## config.mk

```make
export PLATFORM = sky130hd
export DESIGN_NAME = decode_issue
export DESIGN_NICKNAME = d
export VERILOG_FILES = /design/src/rtl/decode_issue_pkg.sv /design/src/rtl/decode_issue_regfile.sv /design/src/rtl/decode_issue.sv
export SDC_FILE = /design/constraint.sdc
export NUM_CORES = 2
export LEC_CHECK = 0
export ABC_AREA = 1
export CELL_PAD_IN_SITES_DETAIL_PLACEMENT = 0
export CELL_PAD_IN_SITES_GLOBAL_PLACEMENT = 1
export CORE_ASPECT_RATIO = 2
export CORE_MARGIN = 8
export CORE_UTILIZATION = 49
export DETAILED_ROUTE_END_ITERATION = 8
export PLACE_DENSITY = 0.9
export SYNTH_ARGS = -nofsm -noshare
export SYNTH_HDL_FRONTEND = slang
export SYNTH_HIERARCHICAL = 1
export SYNTH_SLANG_ARGS = --single-unit
export TNS_END_PERCENT = 10
```

## constraint.sdc

```tcl
create_clock -name clk_i -period 7.2 [get_ports clk_i]
set_clock_uncertainty 0.15 [all_clocks]
set_input_delay 1.8 -clock clk_i [delete_from_list [all_inputs] [get_ports clk_i]]
set_output_delay 1.8 -clock clk_i [all_outputs]
set_load 0.01 [all_outputs]
```

## src/rtl/decode_issue_pkg.sv

```systemverilog
// Shared decode definitions for the decode/issue stage and the ALU: opcodes,
// ALU function encodings, immediate formats and the issued-operation record.
package decode_issue_pkg;

    localparam logic [6:0] OPC_OP     = 7'b0110011;
    localparam logic [6:0] OPC_OP_IMM = 7'b0010011;
    localparam logic [6:0] OPC_LUI    = 7'b0110111;
    localparam logic [6:0] OPC_AUIPC  = 7'b0010111;

    localparam logic [2:0] F3_ADD  = 3'b000;
    localparam logic [2:0] F3_SLL  = 3'b001;
    localparam logic [2:0] F3_SLT  = 3'b010;
    localparam logic [2:0] F3_SLTU = 3'b011;
    localparam logic [2:0] F3_XOR  = 3'b100;
    localparam logic [2:0] F3_SR   = 3'b101;
    localparam logic [2:0] F3_OR   = 3'b110;
    localparam logic [2:0] F3_AND  = 3'b111;

    typedef enum logic [1:0] {
        IMM_NONE  = 2'd0,
        IMM_I     = 2'd1,
        IMM_SHAMT = 2'd2,
        IMM_U     = 2'd3
    } imm_fmt_e;

    typedef struct packed {
        logic [31:0] a;
        logic [31:0] b;
        logic [2:0]  funct3;
        logic        funct7;
        logic        pc_add;
        logic [4:0]  rd;
    } ex_op_t;

    function automatic logic is_shift(input logic [2:0] funct3);
        return (funct3 == F3_SLL) || (funct3 == F3_SR);
    endfunction

    function automatic logic [31:0] gen_imm(input imm_fmt_e fmt, input logic [31:0] instr);
        logic [31:0] imm;
        case (fmt)
            IMM_I:     imm = {{20{instr[31]}}, instr[31:20]};
            IMM_SHAMT: imm = {27'd0, instr[24:20]};
            IMM_U:     imm = {instr[31:12], 12'd0};
            default:   imm = 32'd0;
        endcase
        return imm;
    endfunction

endpackage

```

## src/rtl/decode_issue_regfile.sv

```systemverilog
// 32x32 register file: two asynchronous read ports, one write port, x0 reads 0.
module regfile (
    input  logic        clk_i,
    input  logic        rst_ni,
    input  logic [4:0]  ra1_i,
    output logic [31:0] rd1_o,
    input  logic [4:0]  ra2_i,
    output logic [31:0] rd2_o,
    input  logic        we_i,
    input  logic [4:0]  wa_i,
    input  logic [31:0] wd_i
);

    logic [31:0] regs_q [0:31];

    assign rd1_o = (ra1_i == 5'd0) ? 32'd0 : regs_q[ra1_i];
    assign rd2_o = (ra2_i == 5'd0) ? 32'd0 : regs_q[ra2_i];

    // Register storage; writes to x0 are dropped so it stays zero.
    always_ff @(posedge clk_i or negedge rst_ni) begin
        if (!rst_ni) begin
            for (int i = 0; i < 32; i++) begin
                regs_q[i] <= 32'd0;
            end
        end else if (we_i && (wa_i != 5'd0)) begin
            regs_q[wa_i] <= wd_i;
        end else begin
            regs_q[0] <= 32'd0;
        end
    end

endmodule

```

## src/rtl/decode_issue.sv

```systemverilog
// Decode/issue stage: decodes RV32 ALU instructions, tracks pending
// destinations, optionally bypasses writeback data and registers the ALU operation.
module decode_issue
    import decode_issue_pkg::*;
#(
    parameter bit FWD_EN = 1'b1
) (
    input  logic        clk_i,
    input  logic        rst_ni,
    input  logic        instr_valid_i,
    output logic        instr_ready_o,
    input  logic [31:0] instr_i,
    input  logic [31:0] pc_i,
    output logic        ex_valid_o,
    input  logic        ex_ready_i,
    output logic [31:0] a_o,
    output logic [31:0] b_o,
    output logic [2:0]  funct3_o,
    output logic        funct7_o,
    output logic        pc_add_o,
    output logic [4:0]  rd_o,
    input  logic        wb_valid_i,
    input  logic [4:0]  wb_rd_i,
    input  logic [31:0] wb_data_i,
    output logic        illegal_o
);

    logic [6:0]  opcode_s;
    logic [4:0]  rd_s;
    logic [4:0]  rs1_s;
    logic [4:0]  rs2_s;
    logic [2:0]  funct3_s;
    logic [31:0] rf_rd1_s;
    logic [31:0] rf_rd2_s;
    logic [31:0] rs1_val_s;
    logic [31:0] rs2_val_s;
    logic        fwd1_s;
    logic        fwd2_s;
    logic        use_rs1_s;
    logic        use_rs2_s;
    logic        legal_s;
    logic        hazard_s;
    logic        accept_s;
    imm_fmt_e    imm_fmt_s;
    ex_op_t      op_s;

    ex_op_t      op_d, op_q;
    logic        ex_valid_d, ex_valid_q;
    logic        illegal_d, illegal_q;
    logic [31:0] pend_d, pend_q;

    assign opcode_s = instr_i[6:0];
    assign rd_s     = instr_i[11:7];
    assign funct3_s = instr_i[14:12];
    assign rs1_s    = instr_i[19:15];
    assign rs2_s    = instr_i[24:20];

    regfile u_regfile (
        .clk_i (clk_i),
        .rst_ni(rst_ni),
        .ra1_i (rs1_s),
        .rd1_o (rf_rd1_s),
        .ra2_i (rs2_s),
        .rd2_o (rf_rd2_s),
        .we_i  (wb_valid_i),
        .wa_i  (wb_rd_i),
        .wd_i  (wb_data_i)
    );

    // Opcode classification: legality, used sources and immediate format.
    always_comb begin
        legal_s   = 1'b0;
        use_rs1_s = 1'b1;
        use_rs2_s = 1'b0;
        imm_fmt_s = IMM_NONE;
        case (opcode_s)
            OPC_OP: begin
                legal_s   = 1'b1;
                use_rs2_s = 1'b1;
            end
            OPC_OP_IMM: begin
                legal_s   = 1'b1;
                imm_fmt_s = is_shift(funct3_s) ? IMM_SHAMT : IMM_I;
            end
            OPC_LUI, OPC_AUIPC: begin
                legal_s   = 1'b1;
                use_rs1_s = 1'b0;
                imm_fmt_s = IMM_U;
            end
            default: begin
                legal_s = 1'b0;
            end
        endcase
    end

    // A same-cycle writeback to a source overrides both the stale register and its pending bit.
    assign fwd1_s = FWD_EN && wb_valid_i && (wb_rd_i == rs1_s) && (rs1_s != 5'd0);
    assign fwd2_s = FWD_EN && wb_valid_i && (wb_rd_i == rs2_s) && (rs2_s != 5'd0);

    assign rs1_val_s = fwd1_s ? wb_data_i : rf_rd1_s;
    assign rs2_val_s = fwd2_s ? wb_data_i : rf_rd2_s;

    assign hazard_s = (use_rs1_s && pend_q[rs1_s] && !fwd1_s) ||
                      (use_rs2_s && pend_q[rs2_s] && !fwd2_s);

    assign instr_ready_o = (!ex_valid_q || ex_ready_i) && !hazard_s;
    assign accept_s      = instr_valid_i && instr_ready_o;

    // Operand and ALU-control formation for the offered instruction.
    always_comb begin
        op_s.a      = rs1_val_s;
        op_s.b      = gen_imm(imm_fmt_s, instr_i);
        op_s.funct3 = funct3_s;
        op_s.funct7 = 1'b1;
        op_s.pc_add = 1'b0;
        op_s.rd     = rd_s;
        case (opcode_s)
            OPC_OP: begin
                op_s.b      = is_shift(funct3_s) ? {27'd0, rs2_val_s[4:0]} : rs2_val_s;
                op_s.funct7 = ~instr_i[30];
            end
            OPC_OP_IMM: begin
                if (is_shift(funct3_s)) begin
                    op_s.funct7 = ~instr_i[30];
                end else begin
                    op_s.funct7 = 1'b1;
                end
            end
            OPC_LUI: begin
                op_s.a      = 32'd0;
                op_s.funct3 = F3_ADD;
            end
            OPC_AUIPC: begin
                op_s.a      = pc_i;
                op_s.funct3 = F3_ADD;
                op_s.pc_add = 1'b1;
            end
            default: begin
                op_s.pc_add = 1'b0;
            end
        endcase
    end

    // Next state of the issue register, illegal pulse and pending mask (issue beats writeback).
    always_comb begin
        op_d       = op_q;
        ex_valid_d = ex_valid_q;
        illegal_d  = 1'b0;
        pend_d     = pend_q;
        if (wb_valid_i) begin
            pend_d[wb_rd_i] = 1'b0;
        end else begin
            pend_d = pend_q;
        end
        if (accept_s) begin
            if (legal_s) begin
                op_d         = op_s;
                ex_valid_d   = 1'b1;
                pend_d[rd_s] = 1'b1;
            end else begin
                ex_valid_d = 1'b0;
                illegal_d  = 1'b1;
            end
        end else if (ex_ready_i) begin
            ex_valid_d = 1'b0;
        end else begin
            ex_valid_d = ex_valid_q;
        end
        pend_d[0] = 1'b0;
    end

    // State registers.
    always_ff @(posedge clk_i or negedge rst_ni) begin
        if (!rst_ni) begin
            op_q       <= '0;
            ex_valid_q <= 1'b0;
            illegal_q  <= 1'b0;
            pend_q     <= 32'd0;
        end else begin
            op_q       <= op_d;
            ex_valid_q <= ex_valid_d;
            illegal_q  <= illegal_d;
            pend_q     <= pend_d;
        end
    end

    assign ex_valid_o = ex_valid_q;
    assign illegal_o  = illegal_q;
    assign a_o        = op_q.a;
    assign b_o        = op_q.b;
    assign funct3_o   = op_q.funct3;
    assign funct7_o   = op_q.funct7;
    assign pc_add_o   = op_q.pc_add;
    assign rd_o       = op_q.rd;

endmodule

```

**Word level (Yosys, flattened, before mapping)**

Index checks and enable logic that the tools add are counted.

- Output and inout port bits: 77
- Bits in registers: 1131
- Input bits: 106

- Bitwise operators: 7
- Mux-type cells: 43
- Reduce and logical (&&, ||, !) cells: 30
- $lt $le $gt $ge: 10
- Equality and inequality tests: 11

Operator list:

| kind | count |
|---|---|
| $bwmux 1024 | 1 |
| $mux 32 | 15 |
| $bmux 32 s5 | 2 |
| $demux 32 s5 | 1 |
| $pmux 32 s3 | 1 |
| $pmux 32 s2 | 1 |
| $and 32x32->32 | 1 |
| $not 32->32 | 1 |
| $or 32x32->32 | 1 |
| $lt 5x6->1 const B | 4 |
| $ge 6x6->1 const B | 3 |
| $not 5->6 | 3 |
| $reduce_bool 5->1 | 3 |
| $eq 7x5->1 const B | 2 |
| $eq 7x6->1 const B | 2 |
| $logic_and 1x1->1 | 14 |
| $mux 1 | 14 |
| $bmux 1 s5 | 2 |
| $demux 1 s5 | 2 |
| $eq 5x5->1 | 2 |
| $ge 5x1->1 const B | 2 |
| $logic_not 5->1 | 2 |
| $lt 6x1->1 const B | 1 |
| $eq 2x2->1 const B | 2 |
| 14 further kinds | 19 |

**Depth between registers and ports, before layout**

- Depth in word-level cells: 10
- Gate-level depth with buffers: 17
- Gate-level depth less buffers: 13

**Hierarchy**

Netlist, hierarchy kept.

Modules (own cells, without submodules):

| module | seq. area each (µm²) | instances | area an instance (µm²) | cells an instance |
|---|---|---|---|---|
| regfile | 25624.6 | 1 | 56809.5 | 8355 |
| decode_issue | 2677.6 | 1 | 7398.3 | 1143 |

**Worst setup path before layout**

OpenSTA, ideal clock, no wires.

- Kind: input -> output
- Start point: input instr_i[16]
- End point: output instr_ready_o
- Path slack: 2.129 ns
- Buffers on the path: 3
- Arrival time: 3.121 ns
- Stages: 11
- Path through: buf_2 > o21ai_0 > nor2_1 > nand2_1 > nor2_4 > nor2_1 > nand3_1 > nand2_1 > nor2_4 > buf_4 > buf_4

- Longest elaborated chain between the ends: 8
- Elaborated cells on any way between the ends: 12
- Those cells by class: eq/ne (1); mux (2); reduce/logical (9)

Ends and longest elaborated chain:

| item | RTL line | RTL |
|---|---|---|
| from (decl) | decode_issue.sv:12 | `input logic [31:0] instr_i,` |
| parallel branches: the longest is 4 deep, another holds $bmux 1 s5 | - |  |
| $logic_and 1x1->1 * | decode_issue.sv:103 | `assign hazard_s = (use_rs1_s && pend_q[rs1_s] && !fwd1_s) \|\|` |
| $logic_or 1x1->1 * | decode_issue.sv:103 |  |
| $logic_not 1->1 * | decode_issue.sv:106 | `assign instr_ready_o = (!ex_valid_q \|\| ex_ready_i) && !hazard_s;` |
| $logic_and 1x1->1 * | decode_issue.sv:106 |  |
| to (decl) | decode_issue.sv:11 | `output logic instr_ready_o,` |

Mark *: on every way between the ends. The select of a mux whose other input is x is not followed.

**Worst setup path in the final report**

- Start point: input wb_rd_i[2]
- End point: output instr_ready_o

- Longest elaborated chain between the ends: 8
- Elaborated cells on any way between the ends: 13
- Those cells by class: eq/ne (2); reduce/logical (11)

Ends and longest elaborated chain:

| item | RTL line | RTL |
|---|---|---|
| from (decl) | decode_issue.sv:23 | `input logic [4:0] wb_rd_i,` |
| $eq 5x5->1 (on tied branches) | decode_issue.sv:97, decode_issue.sv:98 |  |
| $logic_and 1x1->1 (on tied branches) (2 in a row) | decode_issue.sv:97, decode_issue.sv:98 |  |
| $logic_not 1->1 (on tied branches) | decode_issue.sv:103, decode_issue.sv:104 |  |
| $logic_and 1x1->1 (on tied branches) | decode_issue.sv:103, decode_issue.sv:104 |  |
| $logic_or 1x1->1 * | decode_issue.sv:103 |  |
| $logic_not 1->1 * | decode_issue.sv:106 |  |
| $logic_and 1x1->1 * | decode_issue.sv:106 |  |

Every way passes the cells marked *; elsewhere a longest branch is shown, timed or not.

==> parameters.txt <==
Parameter                              Value

Worst hold path
  Sink of the worst hold path ... rd_o[2]
  Cell depth of the worst hold path ... 2
  Startpoint of the tightest hold check path ... rd_o[2]
  Hold WC Path Type ... reg2reg

STA
  # setup viols final ... 0
  Final setup TNS ... 0 ns
  Min cycle time layout ... approximately 6.2 ns
  Max frequency ... around 160 MHz
  Slew @ Worst Pin ... 1.21 ns
  Final Max Slew Viols ... 0
  Relative slew slack ... 19.6%
  RSZ-0062 raised after global routing ... no
  Crit share post-route ... 86.7%
  Count of endpoints failing hold in the final timing report ... 0

Critical path
  Startpoint-to-endpoint class of the critical path ... in2out
  Crit path top cell by count ... nand2_1
  Critical path peak fanout ... 9
  Number of cells on the worst reg-to-reg path ... 13
  Sort of element at the end of the critical path ... output port
  Reg-to-reg critical path endpoint ... b_o[20]
  Cell Chain, Critical Path ... clkdlybuf4s50_1, inv_2, nand2_1, nor2_1, nand2_1, nand3b_4, nor2_4, nor2_1, nand3_1, nand2_1, nor2_4, clkdlybuf4s50_1
  Slowest stage cell, crit path ... clkdlybuf4s50_1
  Largest stage delay on the critical path ... 0.83 ns
  Worst R2R Start ... pend_q[12]
  Reg-to-reg slack, setup ... 4.21 ns
  Data required time of the critical path ... approximately 5.3 ns
  Type of origin of the critical path ... input port
  WP data arrival ... 4.29 ns

Pwr
  Switching power share of the total ... approximately a third
  Fraction of power consumed by combinational cells ... 21.0%
  Power density over cell area ... roughly 260 nW/um^2
  Leakage power ... approximately 33 nW
  Clock network power share ... between 30 and 40%
  Share of power burned in registers ... 45.7%
  Internal Power ... 12.4 mW
  Sw power ... 6.06 mW
  VDD IR max ... 234 uV

Run
  Max-capacitance violation count ... 0

CTS
  H-Tree Depth ... 3
  Max Root-Sink Buffers ... 3
  Count of instances resized after the clock tree is built ... 0
  Number of clock buffers inserted by TritonCTS ... ~110
  Clock Sinks ... around 1,100
  CTS clock-pin slew for the worst setup and hold paths ... 0.06 ns
  Number of hold buffers added after cts ... 0
  Master cell of the clock root buffer ... clkbuf_16
  Clock network latency to the later pin of the worst-skew pair ... 0.76 ns
  Clock tree from TritonCTS ... built
  Post-CTS setup repair buffer count ... 0

Finish
  Leading cell type in the layout, fill and taps excluded ... nand2_1
  Fraction of layout instances using a drive strength above 1 ... 4.60%
  Count of nets after finishing ... 9,225
  Commonest cells after routing, fill and taps aside ... 3,745 x nand2_1, 1,448 x nand3_1, 1,131 x dfrtp_1, 1,040 x o21ai_0, 485 x nor2_1
  Area overhead of the layout relative to synthesis ... 9.50%
  Utilization of the core after routing ... 53.9%
  Number of fillers in the final layout ... 13,100

Logic synthesis
  Sequential element share of the synthesized area ... 44.1%
  Yosys warnings ... 6
  Async set-reset flop share out of synthesis ... between 90% and 100%
  Synth Instances ... 9,498
  Average cell area after synthesis ... 6.76 um^2
  Unique masters post-synth ... 33
  Seq cells post-synth ... 1,131
  Number of enable flip-flop cells after synthesis ... 0
  Prevailing post-synth register cell ... dfrtp_1
  Combined area of all synthesized cells ... 64,200 um^2
  Number of nets produced by synthesis ... 9,604

Route
  Mean number of vias per cell ... 5.99
  DRT antenna net count ... 0
  Post-DR wirelength/cell ... between 20 and 25 um
  Final routed DRC violation total ... 0
  Number of DRC markers after the initial detailed-route iteration ... 8,261
  Total detailed-routing wirelength ... 253,000 um
  Overall via count from detail_route ... between 60,000 and 70,000
  Number of detailed-routing iterations run before antenna repair ... 6

Die
  I/O pin cnt ... between 150 and 200
  Die footprint ... 144,000 um^2
  Horizontal die dimension ... 272 um
  Initial cell density of the core ... 49.2%
  FP Rows ... 188
  Area of the placeable core ... 131,000 um^2
  Vertical die dimension ... 528 um

Global route
  Overall overflow remaining after global route ... 0
  Number of antenna violations at the first check in global routing ... 10
  GRT Util Overall ... 34.3%
  Via count of the first global-routing pass ... 61,200
  Pin count of the biggest net entering global routing ... 173
  First-pass GRT wire length ... between 300,000 and 400,000 um

Placement
  Port buffer count ... roughly 180
  Detailed Place HPWL ... 143,000 um
  GP Congestion ... between 0.9 and 1

Outcome
  Run status ... finished clean
## synth_stat cells (all sizes together), types with 3 or more instances
master	count	share of area (%)
o21ai	1098	8.6
inv	255	1.5
nand4	84	0.82
nor3	58	0.55
nand3	1451	11
a31oi	8	0.078
nor2	493	3.0
buf	259	1.9
a31o	12	0.16
dfrtp	1131	44
clkinv	3	0.018
clkbuf	551	3.2
o21bai	19	0.22
o22ai	4	0.039
a21oi	282	2.2
nand2	3771	22
o211ai	14	0.16
## worst max path at each step
stage,to,slack (ns),from,depth (start not counted)
after floorplan,instr_ready_o,2.13,instr_i[16],11
after CTS,instr_ready_o,0.99,wb_rd_i[2],12
after global placement,instr_ready_o,1.04,wb_rd_i[2],12
after global routing,instr_ready_o,0.81,wb_rd_i[2],12
final,instr_ready_o,0.96,wb_rd_i[2],12
after detailed placement,instr_ready_o,1.00,wb_rd_i[3],12
## metrics by stage
stage / cell area [um^2] / hold slack (ns) / setup slack, ns / total power, mW / instances
after detailed placement: 66500 / 0.308 / 1.00 / 12.3 / 10700
after global placement: 66500 / 0.303 / 1.04 / 12.2 / 10700
after global routing: 70300 / 0.336 / 0.807 / 19.4 / 10900
final: 70300 / 0.316 / 0.961 / 18.4 / 10900
after CTS: 70300 / 0.323 / 0.986 / 18.4 / 10900
after floorplan: 64200 / 0.299 / 2.13 / 10.9 / 9498
## state kept, by name, summed over array words and instances (netlist names)
name	count
a_o	32
funct7_o	1
funct3_o	3
pc_add_o	1
u_regfile/regs_q	1024
illegal_o	1
rd_o	5
b_o	32
ex_valid_o	1
pend_q	31
## per-layer routing
| metal | GRT usage [%] | vias to the layer above | routed length [um] |
|---|---|---|---|
| met2 | 53.6 | 3751 | 112000 |
| met3 | 6.99 | 820 | 26500 |
| met1 | 44.2 | 30800 | 98000 |
| met4 | 19.7 | 2 | 16600 |
| met5 | 0 | - | 13 |
| li1 | - | 30100 | - |
## critical path, delay by kind of cell
family / cells / cell delay (ns)
buffers and inverters: 3 / 1.53
AND/OR/NAND/NOR: 9 / 0.94
## final cells by class
type | count | area [um^2] | share of cell area, %
flip-flops and latches | 1131 | 28300 | 40.3
well taps | 1710 | 2140 | 3.04
inverters | 258 | 1010 | 1.44
diodes | 9 | 22.5 | 0.0320
clock inverters | 52 | 611 | 0.868
multi-input cells | 7299 | 31800 | 45.2
repair buffers | 321 | 3290 | 4.68
clock buffers | 151 | 3150 | 4.48
## kinds of logic after synthesis
| kind of cell | Yosys count | share of synthesized area [%] |
|---|---|---|
| xor gates and xnor gates | 2 | 0.0273 |
| AOI/OAI and AO/OA | 1438 | 11.4 |
| and+or+nand+nor | 5859 | 37.8 |
| buffers and inverters | 1068 | 6.68 |
| DFF | 1131 | 44.1 |
## power groups by stage
| stage | sequential [mW] | clock, mW | combinational, mW |
|---|---|---|---|
| 2_1_floorplan | 8.30 | 0 | 2.64 |
| 3_3_place_gp | 8.48 | 0 | 3.73 |
| 3_5_place_dp | 8.49 | 0 | 3.81 |
| 4_1_cts | 8.38 | 6.23 | 3.83 |
| 5_1_grt | 8.56 | 6.44 | 4.40 |
| 6_report | 8.42 | 6.15 | 3.87 |
Power figures use the tool's default switching activity.
